### src/rtl/sha256_pkg.sv
// Shared SHA-256 message-schedule definitions: word geometry, sigma functions
// and the scheduler state encoding.
package sha256_pkg;

  localparam int WORD_W      = 32;
  localparam int BLOCK_WORDS = 16;
  localparam int MAX_ROUNDS  = 64;
  localparam int T_IDX_W     = 6;
  localparam int K_W         = 4;

  typedef enum logic [1:0] {
    IDLE = 2'd0,
    LOAD = 2'd1,
    EMIT = 2'd2,
    DONE = 2'd3
  } sched_state_e;

  // sigma0(x) = ROTR7 ^ ROTR18 ^ SHR3
  function automatic logic [WORD_W-1:0] sig0(input logic [WORD_W-1:0] x);
    return {x[6:0], x[31:7]} ^ {x[17:0], x[31:18]} ^ (x >> 3);
  endfunction

  // sigma1(x) = ROTR17 ^ ROTR19 ^ SHR10
  function automatic logic [WORD_W-1:0] sig1(input logic [WORD_W-1:0] x);
    return {x[16:0], x[31:17]} ^ {x[18:0], x[31:19]} ^ (x >> 10);
  endfunction

endpackage

### src/rtl/sha256_sched_next.sv
// Combinational schedule recurrence: builds the word that enters the top of
// the 16-word window from the four taps W[t], W[t+1], W[t+9], W[t+14].
module sha256_sched_next
  import sha256_pkg::*;
(
  input  logic [WORD_W-1:0] r0,
  input  logic [WORD_W-1:0] r1,
  input  logic [WORD_W-1:0] r9,
  input  logic [WORD_W-1:0] r14,
  output logic [WORD_W-1:0] r15
);

  // Plain 32-bit adds: carries out of bit 31 are dropped by width.
  assign r15 = sig1(r14) + r9 + sig0(r1) + r0;

endmodule

### src/rtl/sha256_msg_sched.sv
// SHA-256 message scheduler: loads one 16-word block, then streams
// W_0..W_{ROUNDS-1} on a valid/ready interface using a shifting window.
module sha256_msg_sched
  import sha256_pkg::*;
#(
  parameter int DATA_W = 32,
  parameter int ROUNDS = 64
)(
  input  logic               clk,
  input  logic               rst,
  input  logic               run,
  input  logic [DATA_W-1:0]  in0,
  input  logic               in_valid,
  output logic               in_ready,
  output logic [DATA_W-1:0]  out0,
  output logic               out_valid,
  input  logic               out_ready,
  output logic [T_IDX_W-1:0] t_idx,
  output logic               busy,
  output logic               done
);

  localparam logic [T_IDX_W-1:0] T_LAST = T_IDX_W'(ROUNDS - 1);
  localparam logic [K_W-1:0]     K_LAST = K_W'(BLOCK_WORDS - 1);

  if (DATA_W != WORD_W || ROUNDS < BLOCK_WORDS || ROUNDS > MAX_ROUNDS) begin : g_cfg_err
    $error("sha256_msg_sched: DATA_W must be 32 and ROUNDS must be 16..64");
  end

  sched_state_e       state;
  logic [DATA_W-1:0]  win [BLOCK_WORDS];
  logic [K_W-1:0]     k_cnt;
  logic [T_IDX_W-1:0] t_cnt;
  logic [DATA_W-1:0]  w_next;
  logic               load_acc;
  logic               emit_acc;

  assign load_acc = in_valid & in_ready;
  assign emit_acc = out_valid & out_ready;
  assign out0     = win[0];
  assign t_idx    = t_cnt;

  sha256_sched_next u_next (
    .r0  (win[0]),
    .r1  (win[1]),
    .r9  (win[9]),
    .r14 (win[14]),
    .r15 (w_next)
  );

  always_ff @(posedge clk or negedge rst) begin
    if (!rst) begin
      state     <= IDLE;
      k_cnt     <= '0;
      t_cnt     <= '0;
      in_ready  <= 1'b0;
      out_valid <= 1'b0;
      busy      <= 1'b0;
      done      <= 1'b0;
      for (int i = 0; i < BLOCK_WORDS; i++) win[i] <= '0;
    end else begin
      done <= 1'b0;
      case (state)
        IDLE: begin
          if (run) begin
            state    <= LOAD;
            in_ready <= 1'b1;
            busy     <= 1'b1;
          end
        end
        LOAD: begin
          if (load_acc) begin
            win[k_cnt] <= in0;
            k_cnt      <= k_cnt + 1'b1;
            if (k_cnt == K_LAST) begin
              state     <= EMIT;
              in_ready  <= 1'b0;
              out_valid <= 1'b1;
            end
          end
        end
        EMIT: begin
          // Each accepted word slides the window; the surplus words computed
          // on the final shifts are simply never presented.
          if (emit_acc) begin
            for (int i = 0; i < BLOCK_WORDS - 1; i++) win[i] <= win[i+1];
            win[BLOCK_WORDS-1] <= w_next;
            if (t_cnt == T_LAST) begin
              state     <= DONE;
              out_valid <= 1'b0;
              done      <= 1'b1;
            end else begin
              t_cnt <= t_cnt + 1'b1;
            end
          end
        end
        DONE: begin
          state <= IDLE;
          busy  <= 1'b0;
          t_cnt <= '0;
          k_cnt <= '0;
        end
        default: state <= IDLE;
      endcase
    end
  end

endmodule

### config.mk
export PLATFORM = sky130hd
export DESIGN_NAME = sha256_msg_sched
export DESIGN_NICKNAME = d
export VERILOG_FILES = /design/src/rtl/sha256_pkg.sv /design/src/rtl/sha256_sched_next.sv /design/src/rtl/sha256_msg_sched.sv
export SDC_FILE = /design/constraint.sdc
export NUM_CORES = 1
export LEC_CHECK = 0
export ABC_AREA = 1
export CORE_UTILIZATION = 40
export DETAILED_ROUTE_END_ITERATION = 10
export GPL_ROUTABILITY_DRIVEN = 0
export HOLD_SLACK_MARGIN = 0.12
export PLACE_DENSITY = 0.54
export SLEW_MARGIN = 10
export SYNTH_ARGS = -nofsm -noshare
export SYNTH_HDL_FRONTEND = slang
export SYNTH_SLANG_ARGS = --single-unit
export TNS_END_PERCENT = 20
### constraint.sdc
create_clock -name clk -period 3.85 [get_ports clk]
set_clock_uncertainty 0.2 [all_clocks]
set_input_delay 0.385 -clock clk [delete_from_list [all_inputs] [get_ports clk]]
set_output_delay 0.385 -clock clk [all_outputs]
set_load 0.005 [all_outputs]
# Word-level counts from Yosys, hierarchy flattened
# Cells that the tools add are included.
dict set report op_classes {
  n_shift 0
  n_addsub 5
  muxes 30
  n_bitwise 7
  eq_ne 11
  n_reduce_logical 14
  n_div 0
  n_mul 0
  n_lt_le_gt_ge 2
}
# cell count
set op_table {}
lappend op_table {{512-bit two-way mux} 2}
lappend op_table {{512-bit case mux with 2 select lines} 1}
lappend op_table {{512-bit bitwise mux} 1}
lappend op_table {{32-bit demux with 4-bit select} 1}
lappend op_table {{32-bit adder} 3}
lappend op_table {{32-bit bitwise XOR} 2}
lappend op_table {{32-bit two-way mux} 1}
lappend op_table {{32-bit by 22-bit bitwise XOR with 32-bit output} 1}
lappend op_table {{32-bit by 29-bit bitwise XOR with 32-bit output} 1}
lappend op_table {{6-bit two-way mux} 2}
lappend op_table {{2-bit inequality test (second input constant)} 6}
lappend op_table {{6-bit case mux with 2 select lines} 1}
lappend op_table {{1-bit two-way mux} 10}
lappend op_table {{2-bit two-way mux} 5}
lappend op_table {{5-bit AND reduction} 2}
lappend op_table {{2-bit nonzero test} 5}
lappend op_table {{2-bit case mux with 4 select lines} 1}
lappend op_table {{4-bit case mux with 2 select lines} 1}
lappend op_table {{6-bit by 1-bit adder with 6-bit output (second input constant)} 1}
lappend op_table {{6-bit == test (second input constant)} 1}
lappend op_table {{1-bit case mux with 2 select lines} 3}
lappend op_table {{3-bit AND reduction} 2}
lappend op_table {{5-bit >= comparator (second input constant)} 1}
lappend op_table {{5-bit by 1-bit < comparator with 1-bit output (second input constant)} 1}
lappend op_table {{11 further kinds} 14}
dict set report totals {
  elab_cells 92
  input_bits 37
  latchBits 0
  register_bits 528
  mem_count 0
  mem_bits_ro 0
  out_inout_bits 42
  mem_bits_rw 0
}

# Logic depth before layout (Yosys ltp)
# Gate-level depths: netlist of run 1.
dict set report logic_depth {
  ltp_word 8
  ltp_mapped 20
  ltp_nobuf 19
}

# Cells and area by module
# From an unflattened synthesis of run 1, not the netlist that was laid out.
dict set report hier_totals {
  cells_unflattened 4008
  hier_area_um2 30449.2
}
# mod area_per_inst_um2 seq_area_each_um2 n_inst cells_per_inst
set by_module_without_submodules {}
lappend by_module_without_submodules {sha256_msg_sched 25368.1 13212.7 1 3216}
lappend by_module_without_submodules {sha256_sched_next 5081.1 0.0 1 792}

# Least setup slack after synthesis of run 1
# Ideal clock, no wire load.
dict set report synth_path {
  path_kind {register -> register}
  startpoint {register win[456] in the netlist's numbering}
  endpoint {register win[25] in the netlist's numbering}
  arrival_time_ns 3.345
  period_less_slack_ns 3.629
  setup_ns 0.084
  n_path_buf 1
  required_time_ns 3.566
  path_slack_ns 0.221
  path_stages_with_launch 20
  path_cell_list {dfrtp_1 clkbuf_1 xnor2_1 xor2_1 inv_1 fa_1 fa_1 ha_1 fa_1 nand3_1 nand3_1 nand2_1 nand2_1 nand2_1 nand2_1 nand2_1 nand2_1 nand2_1 nand3_1 a21boi_0}
}
dict set report synth_via {
  elab_chain_len 6
}
# item line_no
set synth_lines {}
lappend synth_lines {{from (decl)} sha256_msg_sched.sv:31} ;# logic [DATA_W-1:0] win [BLOCK_WORDS];
lappend synth_lines {{from (signal, indexed assignment)} sha256_msg_sched.sv:73} ;# win[k_cnt] <= in0;
lappend synth_lines {{from (signal, indexed assignment)} sha256_msg_sched.sv:87} ;# win[BLOCK_WORDS-1] <= w_next;
lappend synth_lines {{32-bit bitwise XOR} sha256_pkg.sv:20} ;# return {x[6:0], x[31:7]} ^ {x[17:0], x[31:18]} ^ (x >> 3);
lappend synth_lines {{32-bit by 29-bit bitwise XOR with 32-bit output *} sha256_pkg.sv:20}
lappend synth_lines {{32-bit adder * (2 in a row)} sha256_sched_next.sv:14} ;# assign r15 = sig1(r14) + r9 + sig0(r1) + r0;
lappend synth_lines {{512-bit two-way mux *} sha256_msg_sched.sv:85} ;# if (emit_acc) begin
lappend synth_lines {{512-bit case mux with 2 select lines *} sha256_msg_sched.sv:63} ;# case (state)
# Every way passes the cells marked *; elsewhere a longest branch is shown, timed or not. The select of a mux whose other input is x is not followed.
# A chain may end at the register's enable or synchronous reset.

# Final worst setup path of run 1
dict set report layout_path {
  startpoint {register win[476] in the netlist's numbering}
  endpoint {register win[26] in the netlist's numbering}
}
# Same word-level chain as after synthesis.

==> results.md, run 1 <==
* Status: completed
* Rows at 100
* Final-report max-slew violation count at 0
* Relative slew slack at 40.5%
* Synth warn at 0
* Buf/Inv on CP at 5
* GRT busiest layer: met2
* Synthesized area per cell at 7.93 um2
* Cell depth of the worst setup path at 18
* Final wirelength at 107000 um
* CTS root buffer: clkbuf_16
* # DRC at 0
* Synthesized instance count at 3786
* Post-Syn Area at 30000 um2
* Num Clock Sinks at 528
* H-tree depth at 2
* Post-Synth XOR/XNOR Area at 3.79%
* Via count at 26500
* Met3 GRT Util at 3.63%
* Post-synthesis simple-gate area fraction at 13.0%
* Top Ports at 79
* Net count, final at 3991
* Die height at 276 um
* Worst EP arrival at 4.18 ns
* Compound-Gate Fraction of Synth Area at 19.9%
* Share of layout cells above drive strength 1 at 14.0%
* Clk_lat worst skew at 0.63 ns
* Die width at 276 um
* Hold slack at 0.209 ns
* Core box area at 74300 um2
* 1st-pass router iterations at 5
* CTS tree: yes
* Min Tclk post-route at 3.82 ns
* Post-synthesis mux area share at 1.16%
* CP peak stage delay at 0.53 ns
* Initial drt markers at 2445
* Largest family of logic cells by synthesized area: compound AO/OA/AOI/OAI gates
* Fin. Hold Viols at 0
* RSZ-0062 raised after global routing: true
* Crit Path Max Fanout at 4
* Crit path max-delay family: adder cells
* Syn nets at 3925
* Synth cell types at 38
* Yosys reg bits at 528
* Adder-cell share of the synthesized area at 5.80%
* Final setup fails at 0
* Reg2Reg Depth at 18
* Fill count at 7307
* F_max at 0.262 GHz
* Total grt overflow at 0
* Worst path most repeated cell: nand2_2
* DR WL/cell at 22.0 um
* # diodes at 0
* First-pass GRT wire length at 161000 um
* Initial Util at 40.4%
* Max stage delay cell, worst path: fa_1
* Via density at 5.45
* Die ar. at 76200 um2
* Largest area contributor in the netlist: dfrtp_1
* CP cell instances: xnor2_2 > xor2_1 > inv_1 > fa_1 > inv_1 > fa_1 > inv_2 > ha_4 > nand2_2 > buf_4 > inv_2 > nand2_2 > nor3_4 > and2_4 > nand2_2 > nand3_1 > nand3_1 > a21boi_1
* Crit. End Element: register
* Area Growth Syn to Fin at 18.4%
* Total CTS buffers at 59
* Antenna violations before repair at 0
* Top post-synthesis cells by area: dfrtp_1, nand2_1, inv_1, o22ai_1, o21ai_0
* Critical path required time at 4.21 ns
* GRT Util Overall at 28.0%
* Hpwl dp at 74600 um
* Sequential area share after synthesis at 44.0%
* Top cell type's share of synthesized area at 44.0%
* CP Launch Type: register
* CTS max path bufs at 3
* Number of global-route vias before repair at 25600
* Kind of critical path: reg -> reg
* GR Util met2 at 44.7%
* Max Cap Violations at 0
* Worst-path clk slew at 0.07 ns
* GR Util met1 at 39.0%
* PortBufs at 78
* Pin count of the biggest net entering global routing at 107
* Final clock period utilization by the worst path at 99.3%
* Worst-Margin Slew at 0.890 ns
* DRT antenna net count at 0
* Worst hold path type: in -> async
## metrics by stage
step           area [um2]  util, %  instances  TNS [ns]  setup slack, ns
2_1_floorplan       30000        -       3786         0            0.221
4_1_cts             34700     46.6       4848   -0.0169          -0.0169
3_5_place_dp        32600     43.9       4744     -1.21           -0.198
6_report            35500     47.8       4861         0           0.0286
5_1_grt             35500     47.8       4861    -0.987           -0.109
3_3_place_gp        32600     43.9       4744     -1.03           -0.209
## final timing paths
kind	startpoint	to	slack (ns)
min in group clk	in0[12]	win[12]	0.23
setup reg to reg	win[476]	win[26]	0.03
hold / removal	rst	win[271]	0.21
setup / recovery	win[476]	win[26]	0.03
max in group asynchronous	rst	win[352]	2.29
hold reg to reg	busy	busy	0.31
## layer usage
metal | wire [um] | up-vias
li1 | - | 12300
met1 | 47600 | 13100
met2 | 49000 | 860
met3 | 6160 | 181
met4 | 3920 | 0
met5 | 0 | -
## flip-flops by register name (all words and copies together) (netlist names)
name / flops
win: 480
out0: 32
t_idx: 6
k_cnt: 4
state: 2
busy: 1
done: 1
in_ready: 1
out_valid: 1
## kinds of logic (layout without fill, tap and decap cells)
family	count (synthesis)	in the layout
AO/OA/AOI/OAI	1062	1062
AND/OR/NAND/NOR	1008	1008
buffers and inverters	925	1031
flip-flops	528	528
XOR/XNOR	130	130
adder cells (fa/ha/maj)	102	102
multiplexers	31	31
## final cells by class
| type | count | area, um2 | share of cell area, % |
|---|---|---|---|
| Clock buffer | 86 | 1710 | 4.80 |
| Clock inverter | 15 | 156 | 0.440 |
| Inverter | 625 | 2360 | 6.63 |
| Multi-Input combinational cell | 2333 | 14100 | 39.5 |
| Sequential cell | 528 | 13200 | 37.3 |
| Tap cell | 969 | 1210 | 3.41 |
| Timing Repair Buffer | 305 | 2820 | 7.92 |
## cell usage after synthesis
master and count:
a21boi_0 11, a21boi_1 1, a21o_1 1, a21oi_1 310, a21oi_2 5, a21oi_4 10
a22oi_1 12, a31oi_1 2, and2_1 4, and3_1 2, buf_1 4, buf_2 65
buf_4 35, buf_6 1, clkbuf_1 195, clkinv_1 2, dfrtp_1 528, fa_1 62
ha_1 40, inv_1 620, inv_2 3, mux2_2 31, nand2_1 636, nand3_1 53
nand3b_1 3, nand4_1 6, nor2_1 293, nor2_2 1, nor3_1 10, o211ai_1 1
o211ai_4 1, o21ai_0 325, o21ai_1 22, o21bai_1 2, o22a_1 1, o22ai_1 358
xnor2_1 56, xor2_1 74
## worst reg2reg max path, stage by stage, from the launching register on
cell,delay (ns)
dfrtp_2,0.49
xnor2_2,0.18
xor2_1,0.23
inv_1,0.10
fa_1,0.48
inv_1,0.05
fa_1,0.53
inv_2,0.05
ha_4,0.28
nand2_2,0.07
buf_4,0.14
inv_2,0.05
nand2_2,0.07
nor3_4,0.25
and2_4,0.18
nand2_2,0.06
nand3_1,0.08
nand3_1,0.08
a21boi_1,0.17
## placed cells by master (no fill, tap or decap), types with 59 or more instances in the layout
cell             Yosys  final
dfrtp_1            528    506
buf_4               35    198
xor2_1              74     68
nor2_1             293    277
clkbuf_16            0     59
clkdlybuf4s50_1      0     77
inv_1              620    607
nand2_1            636    606
o21ai_0            325    323
a21oi_1            310    297
o22ai_1            358    358
fa_1                62     60
## repair_timing
action | in CTS | in global routing
pin swaps | 5 | 55
setup buffers | 1 | 14
resized for setup | 39 | 169
setup endpoints to repair | 20 | 27
endpoints found under the hold margin | 76 | 0
hold buffers | 2 | 0
Power of run 1 is not shown: default switching activity piles up to over one toggle a cycle in this logic, so the estimate is an artifact.
==> run 2: changes to the inputs <==
- CAP_MARGIN: not set -> 20
- MAX_ROUTING_LAYER: not set -> met4
==> results.md, run 2 (synthesis results as in run 1) <==
* Min Tclk post-route at 3.83 ns (was 3.82 ns)
* DP Area at 32600 um2 (unchanged)
* Reg2Reg Launch Point: win[458] (was win[476])
* Kind of critical path: reg -> reg (unchanged)
* Fill count at 7286 (was 7307)
* RSZ-0062 raised after global routing: true (unchanged)
* Final-report max-slew violation count at 0 (unchanged)
* F_max at 0.261 GHz (was 0.262 GHz)
* Total grt overflow at 0 (unchanged)
* Number of flip-flops in the largest register at 480 (unchanged)
* Worst-path clk slew at 0.06 ns (was 0.07 ns)
* DRT antenna net count at 0 (unchanged)
* 1st-pass router iterations at 6 (was 5)
* Relative slew slack at 41.4% (was 40.5%)
* Commonest cells after routing, fill and taps aside: nand2_1, inv_1, dfrtp_1 (was inv_1, nand2_1, dfrtp_1)
* Pin count of the biggest net entering global routing at 107 (unchanged)
* Share of layout cells above drive strength 1 at 14.1% (was 14.0%)
* Initial drt markers at 2595 (was 2445)
* Worst-Margin Slew at 0.877 ns (was 0.890 ns)
* PortBufs at 78 (unchanged)
* Clk_lat worst skew at 0.63 ns (about the same)
* Final setup fails at 0 (unchanged)
* Antenna violations before repair at 0 (unchanged)
* Setup WS pre-CTS at -0.198 ns (unchanged)
* Final worst setup slack at 0.0214 ns (was 0.0286 ns)
* Fin. Hold Viols at 0 (unchanged)
* CTS tree: yes (unchanged)
* Via count at 26500 (about the same)
* Num Clock Sinks at 528 (unchanged)
* Critical Path Start: win[458] (was win[476])
* # diodes at 0 (unchanged)
* CTS max path bufs at 3 (unchanged)
* First-pass GRT wire length at 161000 um (about the same)
* Initial Util at 40.4% (unchanged)
* Crit. End Element: register (unchanged)
* Status: completed (unchanged)
* Post-route cell area at 35600 um2 (was 35500 um2)
* Biggest register: win (unchanged)
* CP Launch Type: register (unchanged)
* Worst EP arrival at 4.17 ns (was 4.18 ns)
* Total CTS buffers at 59 (unchanged)
* GRT Util Overall at 28.9% (was 28.0%)
* Final wirelength at 107000 um (about the same)
* Max Cap Violations at 0 (unchanged)
* FF-to-FF End: win[13] (was win[26])
* Net count, final at 3996 (was 3991)
* CTS root buffer: clkbuf_16 (unchanged)
* R2r setup slk at 0.02 ns (was 0.03 ns)
* H-tree depth at 2 (unchanged)
* Die width at 276 um (unchanged)
* # DRC at 0 (unchanged)
* Reg2Reg Depth at 16 (was 18)
* Die height at 276 um (unchanged)
* Via density at 5.44 (was 5.45)
* Final clock period utilization by the worst path at 99.4% (was 99.3%)
* Area Growth Syn to Fin at 18.6% (was 18.4%)
* Commonest non-fill, non-tap cell in the layout: nand2_1 (was inv_1)
* Die ar. at 76200 um2 (unchanged)
* Top Ports at 79 (unchanged)
* DR WL/cell at 21.9 um (was 22.0 um)
* Hpwl dp at 74600 um (unchanged)
* Critical path required time at 4.19 ns (was 4.21 ns)
* Crit Path Max Fanout at 5 (was 4)
* Worst hold path type: in -> async (unchanged)
* Number of global-route vias before repair at 25600 (about the same)
* Core box area at 74300 um2 (unchanged)
* Rows at 100 (unchanged)
-- run 2: stage by stage --
stage	setup TNS, ns	cells	hold slack (ns)	util [%]
global placement	-1.03	4744	0.293	43.9
finish	0	4866	0.213	47.9
global route	-1.01	4866	0.267	47.9
detailed placement	-1.21	4744	0.289	43.9
floorplan	0	3786	-0.111	-
CTS	-0.0169	4848	0.213	46.6
-- run 2: worst max-delay path by stage --
stage                    to  slack (ns)  cells after the start
global route        win[13]       -0.10                     19
CTS                 win[13]       -0.02                     18
floorplan           win[25]        0.22                     19
detailed placement  win[27]       -0.20                     15
global placement    win[27]       -0.21                     15
finish              win[13]        0.02                     16
-- run 2: final cells by class --
class | count | area, um2 | area share [%]
multi-input combinational | 2333 | 14100 | 39.5
tap | 969 | 1210 | 3.40
timing repair buffer | 310 | 2860 | 8.03
sequential | 528 | 13200 | 37.2
clock buffer | 86 | 1710 | 4.80
clock inverter | 15 | 156 | 0.439
inverter | 625 | 2360 | 6.62
-- run 2: repair_timing --
action                                  in CTS  in global routing
gates resized for setup                     39                174
buffers inserted                             1                 18
pin swaps                                    5                 53
hold buffers                                 2                  0
endpoints found under the hold margin       76                  0
endpoints found under the setup margin      20                 27
cloned                                       0                  0
-- run 2: critical path, cell delays in order, from the launching register on --
cell      delay (ns)
dfrtp_2         0.48
xnor2_2         0.16
xor2_1          0.27
buf_4           0.18
inv_4           0.03
fa_2            0.49
fa_1            0.60
ha_4            0.23
buf_6           0.12
nand3_2         0.06
nand3_2         0.10
nand3_2         0.08
nand3b_1        0.15
buf_4           0.18
xor2_1          0.13
nand2_1         0.09
a22oi_1         0.17
-- run 2: metal layers --
metal	global-route usage (%)	vias up	wire length, um
li1	-	12300	-
met1	39.0	13100	47200
met2	44.6	849	49100
met3	3.54	197	6440
met4	10.0	0	4070
met5	-	-	0
Power of run 2 is left out for the same reason.
